## src/rtl/riscv_pkg.sv

```systemverilog
// ---------------------------------------------------------------------------
// riscv_pkg
//  Shared RV32I definitions for the issue controller: the nine supported
//  base opcodes, the issue FSM state type and small decode helpers that
//  pick register fields out of a raw instruction word.
// ---------------------------------------------------------------------------
package riscv_pkg;

  localparam logic [6:0] OP_R      = 7'b0110011;
  localparam logic [6:0] OP_IMM    = 7'b0010011;
  localparam logic [6:0] OP_LOAD   = 7'b0000011;
  localparam logic [6:0] OP_STORE  = 7'b0100011;
  localparam logic [6:0] OP_BRANCH = 7'b1100011;
  localparam logic [6:0] OP_JAL    = 7'b1101111;
  localparam logic [6:0] OP_JALR   = 7'b1100111;
  localparam logic [6:0] OP_LUI    = 7'b0110111;
  localparam logic [6:0] OP_AUIPC  = 7'b0010111;

  // EMPTY: nothing held; HOLD: held and issuable; BUBBLE: held but stalled
  // behind a load-use dependency.
  typedef enum logic [1:0] {
    EMPTY  = 2'd0,
    HOLD   = 2'd1,
    BUBBLE = 2'd2
  } issue_state_t;

  function automatic logic uses_rs1(input logic [6:0] op);
    return (op == OP_R) || (op == OP_IMM) || (op == OP_LOAD) ||
           (op == OP_STORE) || (op == OP_BRANCH) || (op == OP_JALR);
  endfunction

  function automatic logic uses_rs2(input logic [6:0] op);
    return (op == OP_R) || (op == OP_STORE) || (op == OP_BRANCH);
  endfunction

  function automatic logic is_legal(input logic [6:0] op);
    return (op == OP_R) || (op == OP_IMM) || (op == OP_LOAD) ||
           (op == OP_STORE) || (op == OP_BRANCH) || (op == OP_JAL) ||
           (op == OP_JALR) || (op == OP_LUI) || (op == OP_AUIPC);
  endfunction

  // True when inst reads the register the previously issued load writes.
  function automatic logic load_use_hazard(input logic [31:0] inst,
                                           input logic        last_load,
                                           input logic [4:0]  last_rd);
    return last_load &&
           ((uses_rs1(inst[6:0]) && (inst[19:15] == last_rd)) ||
            (uses_rs2(inst[6:0]) && (inst[24:20] == last_rd)));
  endfunction

endpackage

```

## src/rtl/decode_issue_ctrl_sat_counter.sv

```systemverilog
// ---------------------------------------------------------------------------
// sat_counter
//  Up-counter that sticks at all-ones instead of wrapping, so a long run
//  never reports a misleadingly small count.
//  Ports:
//   clk    in   rising-edge clock
//   rst_n  in   asynchronous active-low reset, clears the count
//   inc    in   add one this cycle (ignored once saturated)
//   count  out  current count
// ---------------------------------------------------------------------------
module sat_counter #(
  parameter int CNT_W = 16
) (
  input  logic             clk,
  input  logic             rst_n,
  input  logic             inc,
  output logic [CNT_W-1:0] count
);

  logic [CNT_W-1:0] r_count;

  always_ff @(posedge clk or negedge rst_n) begin
    if (!rst_n) begin
      r_count <= '0;
    end else if (inc && (r_count != {CNT_W{1'b1}})) begin
      r_count <= r_count + {{(CNT_W-1){1'b0}}, 1'b1};
    end
  end

  assign count = r_count;

endmodule

```

## src/rtl/decode_issue_ctrl.sv

```systemverilog
// ---------------------------------------------------------------------------
// decode_issue_ctrl
//  One-entry issue buffer between fetch and the decode/execute stage.
//  Holds a fetched instruction, offers it to execute under valid/ready,
//  stalls one cycle on a load-use dependency and drops wrong-path work on a
//  flush. Saturating counters track issues, bubbles and flushes.
//  Ports:
//   clk, rst_n          clock, asynchronous active-low reset
//   if_valid/if_inst/if_pc, if_ready   fetch side handshake
//   id_valid/id_inst/id_pc, id_ready   execute side handshake
//   id_illegal          held opcode is not a supported RV32I opcode
//   flush               taken branch/jump in execute, kill younger work
//   issue_cnt/bubble_cnt/flush_cnt    performance counters
// ---------------------------------------------------------------------------
module decode_issue_ctrl
  import riscv_pkg::*;
#(
  parameter int XLEN  = 32,
  parameter int CNT_W = 16
) (
  input  logic             clk,
  input  logic             rst_n,
  input  logic             if_valid,
  input  logic [31:0]      if_inst,
  input  logic [XLEN-1:0]  if_pc,
  output logic             if_ready,
  output logic             id_valid,
  output logic [31:0]      id_inst,
  output logic [XLEN-1:0]  id_pc,
  input  logic             id_ready,
  output logic             id_illegal,
  input  logic             flush,
  output logic [CNT_W-1:0] issue_cnt,
  output logic [CNT_W-1:0] bubble_cnt,
  output logic [CNT_W-1:0] flush_cnt
);

  issue_state_t    r_state;
  issue_state_t    w_next_state;
  logic [31:0]     r_id_inst;
  logic [XLEN-1:0] r_id_pc;
  logic            r_last_load;
  logic [4:0]      r_last_rd;

  logic            w_hold_valid;
  logic            w_hazard;
  logic            w_issue;
  logic            w_accept;
  logic            w_bubble;
  logic            w_next_hold_valid;
  logic [31:0]     w_next_inst;
  logic            w_next_last_load;
  logic [4:0]      w_next_last_rd;

  // The state register alone records occupancy and stall status.
  assign w_hold_valid = (r_state != EMPTY);
  assign w_hazard     = (r_state == BUBBLE);

  assign id_valid   = w_hold_valid & ~w_hazard & ~flush;
  assign w_issue    = id_valid & id_ready;
  assign if_ready   = ~w_hold_valid | w_issue | flush;
  // During a flush the fetched word is handshaken but thrown away.
  assign w_accept   = if_valid & if_ready & ~flush;
  assign w_bubble   = w_hold_valid & w_hazard & ~flush;
  assign id_inst    = r_id_inst;
  assign id_pc      = r_id_pc;
  assign id_illegal = w_hold_valid & ~is_legal(r_id_inst[6:0]);

  // Next-state: work out what will be held and what the last-issued record
  // will say, then classify the next cycle as empty, issuable or stalled.
  // The last-load flag clears whenever nothing issues, so a stall never
  // lasts more than one cycle.
  always_comb begin
    w_next_hold_valid = w_hold_valid;
    w_next_inst       = r_id_inst;
    w_next_last_load  = 1'b0;
    w_next_last_rd    = r_last_rd;
    w_next_state      = EMPTY;

    if (w_issue) begin
      w_next_last_load = (r_id_inst[6:0] == OP_LOAD) && (r_id_inst[11:7] != 5'd0);
      w_next_last_rd   = r_id_inst[11:7];
    end

    if (flush) begin
      w_next_hold_valid = 1'b0;
    end else if (w_accept) begin
      w_next_hold_valid = 1'b1;
      w_next_inst       = if_inst;
    end else if (w_issue) begin
      w_next_hold_valid = 1'b0;
    end

    if (w_next_hold_valid) begin
      if (load_use_hazard(w_next_inst, w_next_last_load, w_next_last_rd)) begin
        w_next_state = BUBBLE;
      end else begin
        w_next_state = HOLD;
      end
    end
  end

  always_ff @(posedge clk or negedge rst_n) begin
    if (!rst_n) begin
      r_state <= EMPTY;
    end else begin
      r_state <= w_next_state;
    end
  end

  // The held instruction only changes on an accept, which cannot happen
  // while an unissued instruction is still waiting.
  always_ff @(posedge clk or negedge rst_n) begin
    if (!rst_n) begin
      r_id_inst   <= '0;
      r_id_pc     <= '0;
      r_last_load <= 1'b0;
      r_last_rd   <= 5'd0;
    end else begin
      r_last_load <= w_next_last_load;
      r_last_rd   <= w_next_last_rd;
      if (w_accept) begin
        r_id_inst <= if_inst;
        r_id_pc   <= if_pc;
      end
    end
  end

  sat_counter #(.CNT_W(CNT_W)) u_issue_cnt (
    .clk(clk), .rst_n(rst_n), .inc(w_issue), .count(issue_cnt)
  );

  sat_counter #(.CNT_W(CNT_W)) u_bubble_cnt (
    .clk(clk), .rst_n(rst_n), .inc(w_bubble), .count(bubble_cnt)
  );

  sat_counter #(.CNT_W(CNT_W)) u_flush_cnt (
    .clk(clk), .rst_n(rst_n), .inc(flush), .count(flush_cnt)
  );

endmodule

```

## config.mk

```make
export PLATFORM = sky130hd
export DESIGN_NAME = decode_issue_ctrl
export DESIGN_NICKNAME = d
export VERILOG_FILES = /design/src/rtl/riscv_pkg.sv /design/src/rtl/decode_issue_ctrl_sat_counter.sv /design/src/rtl/decode_issue_ctrl.sv
export SDC_FILE = /design/constraint.sdc
export NUM_CORES = 1
export LEC_CHECK = 0
export CORE_ASPECT_RATIO = 1.4
export CORE_MARGIN = 3
export CORE_UTILIZATION = 35
export DETAILED_ROUTE_END_ITERATION = 10
export DONT_BUFFER_PORTS = 1
export GPL_TIMING_DRIVEN = 0
export MAX_ROUTING_LAYER = met4
export SLEW_MARGIN = 10
export SYNTH_ARGS = -nofsm -noshare
export SYNTH_HDL_FRONTEND = slang
export SYNTH_SLANG_ARGS = --single-unit
```

## constraint.sdc

```tcl
create_clock -name clk -period 5.4 [get_ports clk]
set_clock_uncertainty 0.05 [all_clocks]
set_input_delay 0.81 -clock clk [delete_from_list [all_inputs] [get_ports clk]]
set_output_delay 0.81 -clock clk [all_outputs]
set_load 0.02 [all_outputs]
```

---- Word-level counts from Yosys, hierarchy flattened ----
Cells that the tools add are included.
word-level totals
  register bits after elaboration ......... 119
  output and inout port bits .............. 115
  logic and storage cells ................. 79
  input port bits ......................... 69
cells by class
  add/subtract/negate cells ............... 3
  bitwise operators ....................... 14
  reductions and logical operators ........ 25
  eq/ne operators ......................... 21
  muxes and demuxes ....................... 9
operators by type and width
  cell                                                              count
  16-bit by 1-bit adder with 16-bit output (second input constant)  3
  16-bit inequality test (second input constant)                    3
  7-bit by 6-bit == test with 1-bit output (second input constant)  5
  7-bit == test (second input constant)                             5
  32-bit two-way mux                                                1
  25-bit two-way mux                                                1
  7-bit by 5-bit == test with 1-bit output (second input constant)  3
  1-bit logical OR                                                  16
  7-bit by 2-bit == test with 1-bit output (second input constant)  2
  5-bit == test                                                     2
  1-bit AND                                                         8
  1-bit logical AND                                                 7
  5-bit two-way mux                                                 1
  5-bit nonzero test                                                1
  1-bit two-way mux                                                 4
  2-bit two-way mux                                                 2
  1-bit NOT                                                         4
  2-bit == test (second input constant)                             1
  1-bit bitwise OR                                                  2
  2-bit nonzero test                                                1

---- Depth between registers and ports, before layout ----
Gate-level depths: netlist of run 1.
  depth in word-level cells ............... 22
  gate-level depth with buffers ........... 9
  mapped depth without buffers ............ 7

---- Modules after synthesis ----
Synthesis of run 1 repeated with hierarchy kept, for this count alone.
second synthesis, totals
  cells, all modules ...................... 420
  area total of the unflattened synthesis .. 5595.4 um2
by module, submodules not included
  module             cells each  seq. area each (um2)  area an instance (um2)  instances
  decode_issue_ctrl  204         1776.7                3016.6                  1
  sat_counter        72          400.4                 859.6                   3

---- Worst setup path before layout of run 1 ----
OpenSTA, ideal clock, no wires.
  path kind ............................... input port to flip-flop
  start point ............................. input if_valid
  end point ............................... register r_state[1]
  library setup time ...................... 0.125 ns
  cell stages on the path ................. 9
  arrival ................................. 2.274 ns
  buffers on the path ..................... 2
  required time ........................... 5.225 ns
  path slack .............................. 2.951 ns
  cells stage by stage .................... nor2b_1 o21a_1 buf_6 buf_8 mux2_4 xnor2_2 nor2_1 a32o_1 nor2b_4
between the ends
  cells in the longest elaborated chain, start to end .. 15
  elaborated cells on any way between the ends .. 27
  classes of those cells .................. 8 x eq/ne; 6 x mux; 2 x bitwise; 11 x reduce/logical
ends and longest elaborated chain
  item                                                                                                         line                              source
  start, declared                                                                                              decode_issue_ctrl.sv:23           input logic if_valid,
  1-bit AND (*) (2 in a row)                                                                                   decode_issue_ctrl.sv:63           assign w_accept = if_valid & if_ready & ~flush;
  32-bit two-way mux                                                                                           decode_issue_ctrl.sv:87           end else if (w_accept) begin
  25-bit two-way mux                                                                                           decode_issue_ctrl.sv:85           if (flush) begin
  7-bit by 6-bit == test with 1-bit output / 7-bit by 5-bit == test with 1-bit output (equally long branches)  riscv_pkg.sv:28, riscv_pkg.sv:33
  1-bit logical OR (3 in a row)                                                                                riscv_pkg.sv:28                   return (op == OP_R) || (op == OP_IMM) || (op == OP_LOAD) ||
  1-bit logical OR (2 in a row)                                                                                riscv_pkg.sv:29                   (op == OP_STORE) || (op == OP_BRANCH) || (op == OP_JALR);
  1-bit logical AND                                                                                            riscv_pkg.sv:47                   ((uses_rs1(inst[6:0]) && (inst[19:15] == last_rd)) ||
  1-bit logical OR                                                                                             riscv_pkg.sv:47
  1-bit logical AND                                                                                            riscv_pkg.sv:46                   return last_load &&
  2-bit two-way mux                                                                                            decode_issue_ctrl.sv:95           if (load_use_hazard(w_next_inst, w_next_last_load, w_next_last_rd)) begin
  2-bit two-way mux (*)                                                                                        decode_issue_ctrl.sv:94           if (w_next_hold_valid) begin
  net w_next_state[1]                                                                                          decode_issue_ctrl.sv:39           issue_state_t w_next_state;
  end signal, assigned                                                                                         decode_issue_ctrl.sv:107          r_state <= w_next_state;
  end, declared                                                                                                decode_issue_ctrl.sv:38           issue_state_t r_state;
Mark *: on every way through the listed nets, which the timed path passes. The rest lies on a longest branch.
A chain may end at the register's enable or synchronous reset.

---- Worst setup path in the final report of run 1 ----
  start point ............................. register r_id_inst[2], in the netlist id_inst[2]
  end point ............................... output id_illegal
between the ends
  cells in the longest elaborated chain, start to end .. 11
  elaborated cells on any way between the ends .. 19
  classes of those cells .................. 9 x eq/ne; 2 x bitwise; 8 x reduce/logical
ends and longest elaborated chain
  item                                                                                                         line                      source
  start, declared                                                                                              decode_issue_ctrl.sv:40   logic [31:0] r_id_inst;
  start signal, assigned                                                                                       decode_issue_ctrl.sv:123  r_id_inst <= if_inst;
  7-bit by 6-bit == test with 1-bit output / 7-bit by 5-bit == test with 1-bit output (equally long branches)  riscv_pkg.sv:37           return (op == OP_R) || (op == OP_IMM) || (op == OP_LOAD) ||
  1-bit logical OR (3 in a row)                                                                                riscv_pkg.sv:37
  1-bit logical OR (3 in a row)                                                                                riscv_pkg.sv:38           (op == OP_STORE) || (op == OP_BRANCH) || (op == OP_JAL) ||
  1-bit logical OR                                                                                             riscv_pkg.sv:39           (op == OP_JALR) || (op == OP_LUI) || (op == OP_AUIPC);
  1-bit logical OR (*)                                                                                         riscv_pkg.sv:39
  1-bit NOT (*)                                                                                                decode_issue_ctrl.sv:67   assign id_illegal = w_hold_valid & ~is_legal(r_id_inst[6:0]);
  1-bit AND (*)                                                                                                decode_issue_ctrl.sv:67
  end, declared                                                                                                decode_issue_ctrl.sv:31   output logic id_illegal,
Every way passes the cells marked *; elsewhere a longest branch is shown, timed or not.

==> key figures, run 1 <==
GRT
  – GR Overflow Total: 0
  – Gr usage total: roughly 15%
  – Initial antenna violation count: 1
  – Vias in the first global route: 3221
  – Largest net degree at the start of global routing: 120
  – First-pass GRT wire length: 17900 microns

Synth
  – Yosys reg bits: 119
  – Compound-gate portion of the synthesized area: approximately 3.4%
  – Syn Area/Cell: around 13 sq um
  – Mapped Nets: 464
  – Post-synthesis mux area share: 15.7%
  – Mapped Area: 5150 sq um
  – Post-Synth Adder-Cell Area: 0.729%
  – Synth top cells by count: 119 x dfrtp_1, 62 x mux2_2, 44 x xnor2_1
  – Post-synth top area cell: dfrtp_1
  – Xor/xnor share of the synthesized area: roughly 9.2%
  – Largest family of logic cells by synthesized area: multiplexers
  – Top-area cell type share of the netlist area: between 50% and 60%
  – Yosys cell types: 47
  – Most used DFF post-synth: dfrtp_1
  – Post-Synth Simple-Gate Area: 11.5%
  – Ys Warns: 0
  – Ranking of synthesized cells by area: dfrtp_1 58%, mux2_2 14%, xnor2_1 7.5%
  – Cell count after synthesis: 392
  – Most frequent cell after synthesis: dfrtp_1
  – EDFF count, synth: 0
  – Post-synthesis sequential area ratio: 57.9%
  – Async SR Flop Fraction: between 90% and 100%

Timing
  – Tmin final: 2.76 ns
  – Slew @ Worst Pin: ~0.8 ns
  – Setup TNS: 0 ns
  – RSZ-0062 raised after global routing: no
  – Slew Viols, Final: 0
  – Fmax achieved: 363 MHz
  – Period utilisation layout: between 50% and 60%
  – Final WS setup: 2.64 ns
  – Final Hold Viols: 0
  – Final Setup Violations: 0
  – Worst slew margin: 45.3%

Pwr
  – Worst ir drop on vdd: roughly 0.24 mV
  – P_leak: 2.54 nW
  – Pwr Density: 451 nW/um^2

Critical path
  – Type of origin of the critical path: register
  – CP max FO: 6
  – Setup crit start: id_inst[2]
  – Crit Path Category: register to primary output
  – RR Startpoint: r_state[0]
  – RR Endpoint: id_pc[20]
  – Critical Path End Type: primary output
  – R2r worst-path depth: 5
  – Worst Path Arrival: 1.90 ns
  – Req. time, crit path: 4.54 ns
  – FF-to-FF setup slack: 3.07 ns

Placement
  – Final HPWL DP: around 8500 microns
  – Dpl cells: 577
  – Setup WS pre-CTS: 2.64 ns
  – Port Buf Inserts: 0
  – GPL Wtd Cong: approximately 0.72

Clocking
  – CTS clk-pin slew, worst paths: 0.06 ns
  – Post_cts resized: 0
  – CTS Hold Bufs: 0
  – Clk root buf: clkbuf_16
  – Number of clock sinks: 119
  – CTS buffer count: 17
  – TritonCTS clock tree: done
  – CTS Buffer Depth: 2
  – Post-CTS Setup Inserts: 0
  – Skew-Pair Late Insertion Delay: 0.40 ns
  – H-tree Lvls: 4

Route
  – Via density per instance: 5.00
  – Final wirelength: between 10000 and 15000 microns
  – Total number of vias: 3048
  – 1st-pass router iterations: 4
  – Drt wl/cell: 18.8 microns
  – Initial DRC count: 95
  – Detailed-route DRC error count: 0
  – Detail Route Antenna Nets: 0

Finish
  – Layout Area Growth over Synthesis: 15.4%
  – Fin util: 41.9%
  – Fin cells: 610
  – Ratio of cells with drive above 1 in the final layout: between 20% and 30%
  – Layout Nets: around 480

Hold path
  – Hold crit path type: primary input to async pin

Floorplan
  – Die Wd: 108 microns
  – Row cnt: just over 50
  – Core area: 14200 sq um
  – Die ar.: 16200 sq um
  – Top Ports: 184
  – Die extent in y: roughly 150 microns
  – Starting Density: 36.3%

Status
  – Outcome: completed

Flow run
  – Max Cap Violations: 0
final cells by class:
type	count	area [sq um]
multi-input combinational	256	2080
sequential	119	2980
clock inverter	12	91.3
antenna	1	2.50
buffer	8	52.6
fill	1350	8230
clock buffer	20	467
tap	185	231
inverter	9	33.8
routing by layer:
| layer | vias up | GRT usage, % | part of all wire, % |
|---|---|---|---|
| li1 | 1415 | - | - |
| met1 | 1510 | 16.6 | 38 |
| met2 | 114 | 24.3 | 54 |
| met3 | 9 | 4.96 | 7.4 |
| met4 | 0 | 5.94 | 1.2 |
| met5 | - | - | 0 |
flip-flops by register name (all words and copies together), names as in the netlist, named ones only:
name	flops
u_flush_cnt.count	16
id_pc	32
u_bubble_cnt.count	16
id_inst	24
r_last_rd	5
u_issue_cnt.count	16
r_state	2
worst max path at each step:
stage | end | slack (ns)
after floorplan | r_state[1] | 2.95
after detailed placement | id_inst[6] | 2.64
after global placement | r_state[1] | 2.65
after CTS | id_illegal | 2.60
final | id_illegal | 2.64
after global routing | id_illegal | 2.57
critical path, cell delays in order (launching register included):
cell	delay, ns
dfrtp_1	0.50
nand2b_1	0.20
a41o_1	0.27
a31oi_1	0.53
report_power, final:
group	internal, W	total, W	leakage, nW	switching (W)
combinational	0.000166	0.000287	0.785	0.000121
clock	0.000628	0.00104	0.262	0.000415
sequential	0.00104	0.00135	1.49	0.000315
metrics by stage:
step                      power [W]  hold WS (ns)  instance area, sq um
final                       0.00268        0.0520                  5940
after global routing        0.00282        0.0257                  5940
after CTS                   0.00273        0.0291                  5940
after detailed placement    0.00166         0.467                  5380
after global placement      0.00165         0.468                  5380
after floorplan             0.00157         0.460                  5150
placed cells by master, fill, tap and decap left out, drive strengths merged, types with 4 or more instances in the layout:
| cell type | count |
|---|---|
| nand4 | 13 |
| nand3 | 20 |
| clkbuf | 23 |
| xor2 | 8 |
| nor2b | 7 |
| and3 | 5 |
| dfrtp | 119 |
| clkinvlp | 5 |
| nand2 | 27 |
| mux2 | 65 |
| mux2i | 5 |
| nor3 | 4 |
| nor2 | 14 |
| xnor2 | 45 |
| buf | 5 |
| inv | 14 |
| and2 | 4 |
kinds of logic after synthesis:
family	count (synthesis)
buf+inv	17
compound gates	22
simple gates	108
flops	119
mux	70
xor+xnor	53
fa+ha+maj	3
Power figures use the tool's default switching activity.
==> inputs of run 2 (changes only) <==
- clock period: 5.4 -> 2.9 ns (I/O delays scaled with it)
==> results of run 2 <==
The final DEF is identical to that of run 1. Status: finished with violations: negative hold slack.
Main changes from that run: setup slack after placement 2.64 ns -> 0.499 ns; setup slack after layout 2.64 ns -> 0.519 ns; hold slack 0.0520 ns -> -0.323 ns; number of hold violations in the final report 0 -> 119; register-to-register setup slack 3.07 ns -> 0.57 ns; total power 0.00268 W -> 0.00499 W; worst IR drop on VDD 0.244 mV -> 0.454 mV
==> inputs of run 3 (changes only) <==
- clock period: 2.9 -> 2.1 ns (I/O delays scaled with it)
==> run 3 against run 2 <==
The run ends with negative hold slack, negative setup slack left. Utilization increased by 4.8 points. Setup slack worse by 0.63 ns. Power rose by 43%. Combinational power grew 81%. Highest routed layer unchanged. Sequential cell count unchanged. Critical endpoint is now r_state[1]. Via count increased by 7.0%. Sequential share of layout area is 5.0 points lower. Sequential power rose by 39%. Count of clock-buffer cells in the layout stayed put. Final cell count increased by 8.5%. First-iteration DRC count down 7.4%.
==> key figures, run 3 (synthesis results as in run 1) <==
Critical path
  – CP max FO: 7 (+1)
  – RR Startpoint: r_state[0]
  – Req. time, crit path: 2.38 ns
  – FF-to-FF setup slack: -0.11 ns
  – Worst Path Arrival: 2.49 ns (+0.59 ns)
  – RR Endpoint: r_state[1]
  – Type of origin of the critical path: register
  – R2r worst-path depth: 8 (+3)
  – Critical Path End Type: register
  – Crit Path Category: register to register

Clocking
  – CTS Hold Bufs: 48
  – Clk root buf: clkbuf_16
  – CTS buffer count: 17 (unchanged)
  – CTS Buffer Depth: 2 (unchanged)
  – Number of clock sinks: 119 (unchanged)
  – CTS clk-pin slew, worst paths: 0.06 ns (about the same)
  – TritonCTS clock tree: done
  – H-tree Lvls: 4 (unchanged)
  – Skew-Pair Late Insertion Delay: 0.40 ns (about the same)

Route
  – Final wirelength: 12300 microns (+7.0%)
  – Total number of vias: 3261 (+7.0%)
  – Drt wl/cell: 18.5 microns (-1.4%)
  – Via density per instance: 4.93 (-1.4%)
  – Detailed-route DRC error count: 0 (unchanged)
  – 1st-pass router iterations: 4 (unchanged)
  – Detail Route Antenna Nets: 0 (unchanged)
  – Initial DRC count: 88 (-7.4%)

GRT
  – Initial antenna violation count: 1 (unchanged)
  – Vias in the first global route: 3503 (+8.8%)
  – Gr usage total: 15.8% (+0.95 points)
  – First-pass GRT wire length: 19100 microns (+6.9%)
  – GR Overflow Total: 0 (unchanged)
  – Largest net degree at the start of global routing: 120 (unchanged)

Finish
  – Register area: 2990 sq um (+0.50%)
  – Multi-input gate area: 2220 sq um (+6.5%)
  – Ratio of cells with drive above 1 in the final layout: 31.1% (+4.4 points)
  – Commonest non-fill, non-tap cell in the layout: dfrtp_1
  – Layout Area Growth over Synthesis: 28.7%
  – Layout Nets: 535 (+11%)
  – Fin cells: 662 (+8.5%)
  – Largest register FFs: 32 (unchanged)
  – Most frequent cells in the layout: 107 x dfrtp_1, 62 x mux2_2, 48 x dlygate4sd3_1
  – Filler cells: 1313 (-2.7%)

Timing
  – Final Hold Viols: 119
  – Slew @ Worst Pin: 0.547 ns (-0.265 ns)
  – Period utilisation layout: 105%
  – Final Setup Violations: 2 (+2)
  – Tmin final: between 2 and 2.5 ns
  – Hold Slack: -0.443 ns
  – Worst slew margin: 63.4% (+18 points)
  – Fmax achieved: roughly 450 MHz
  – Slew Viols, Final: 0 (unchanged)
  – RSZ-0062 raised after global routing: yes
  – Final WS setup: -0.109 ns

Placement
  – Dpl cells: 577 (unchanged)
  – GPL Wtd Cong: 0.719 (unchanged)
  – Final HPWL DP: 8490 microns (unchanged)
  – Port Buf Inserts: 0 (unchanged)

Floorplan
  – Starting Density: 36.3% (unchanged)
  – Die Wd: 108 microns (unchanged)
  – Core area: 14200 sq um (unchanged)
  – Die extent in y: 149 microns (unchanged)
  – Row cnt: 51 (unchanged)
  – Die ar.: 16200 sq um (unchanged)
  – Top Ports: 184 (unchanged)

Status
  – Outcome: finished with violations
  – Failing checks: negative hold slack, negative setup slack

Hold path
  – Hold crit path type: primary input to async pin

Flow run
  – Max Cap Violations: 0 (unchanged)

Pwr
  – P_leak: 2.79 nW (+9.8%)
  – Worst ir drop on vdd: 0.652 mV
  – Pwr Density: 1080 nW/um^2
  – Final Power: 0.00715 W
[run 3: critical path, stage by stage (launching register included)]
cell,delay [ns]
dfrtp_2,0.45
and2_4,0.19
o21a_1,0.18
buf_6,0.14
mux2_4,0.34
xnor2_4,0.14
nor4_4,0.31
a32o_2,0.20
nor2b_4,0.13
[run 3: metal layers]
metal	up-vias	global-route usage, %	share of wire (%)
li1	1518	-	-
met4	0	6.76	1.5
met5	-	-	0
met1	1630	17.5	38
met3	8	4.88	6.2
met2	105	26.1	54
[run 3: how the worst max path moves through the flow]
| stage | startpoint | end | slack [ns] | depth (start not counted) |
|---|---|---|---|---|
| after global routing | r_state[0] | r_state[1] | -0.19 | 8 |
| after floorplan | r_state[0] | r_state[1] | 0.06 | 9 |
| after detailed placement | r_state[0] | id_inst[6] | -0.30 | 5 |
| after global placement | r_state[0] | id_inst[0] | -0.25 | 5 |
| final | r_state[0] | r_state[1] | -0.11 | 8 |
| after CTS | r_state[0] | r_state[1] | -0.10 | 8 |
[run 3: timing repair]
item / CTS / global route
gates resized for setup: 19 / 24
endpoints found under the hold margin: 167 / 119
pin swaps: 3 / 8
buffers inserted: 2 / 3
setup endpoints to repair: 49 / 58
[run 3: final cells by class]
type / count / area share [%]
tap: 185 / 3.49
inverter: 9 / 0.510
multi-input combinational: 256 / 33.5
sequential: 119 / 45.2
clock buffer: 20 / 7.04
antenna: 1 / 0.0378
timing repair buffer: 53 / 8.01
clock inverter: 12 / 1.38
buffer: 7 / 0.869
[run 3: power breakdown]
group / switching [W] / internal [W] / leakage (nW)
combinational: 0.000400 / 0.000564 / 1.05
clock: 0.00108 / 0.00162 / 0.262
sequential: 0.000819 / 0.00267 / 1.48
[run 3: through the flow]
stage / cell area (sq um) / setup slack (ns) / hold slack, ns / setup TNS [ns] / utilization [%]
floorplan: 5150 / 0.0612 / -0.0306 / 0 / -
global placement: 5380 / -0.255 / -0.0274 / -8.23 / 38.0
detailed placement: 5380 / -0.301 / -0.0275 / -10.13 / 38.0
CTS: 6520 / -0.100 / -0.466 / -0.178 / 46.0
global route: 6630 / -0.191 / -0.470 / -0.354 / 46.8
finish: 6630 / -0.109 / -0.443 / -0.196 / 46.8
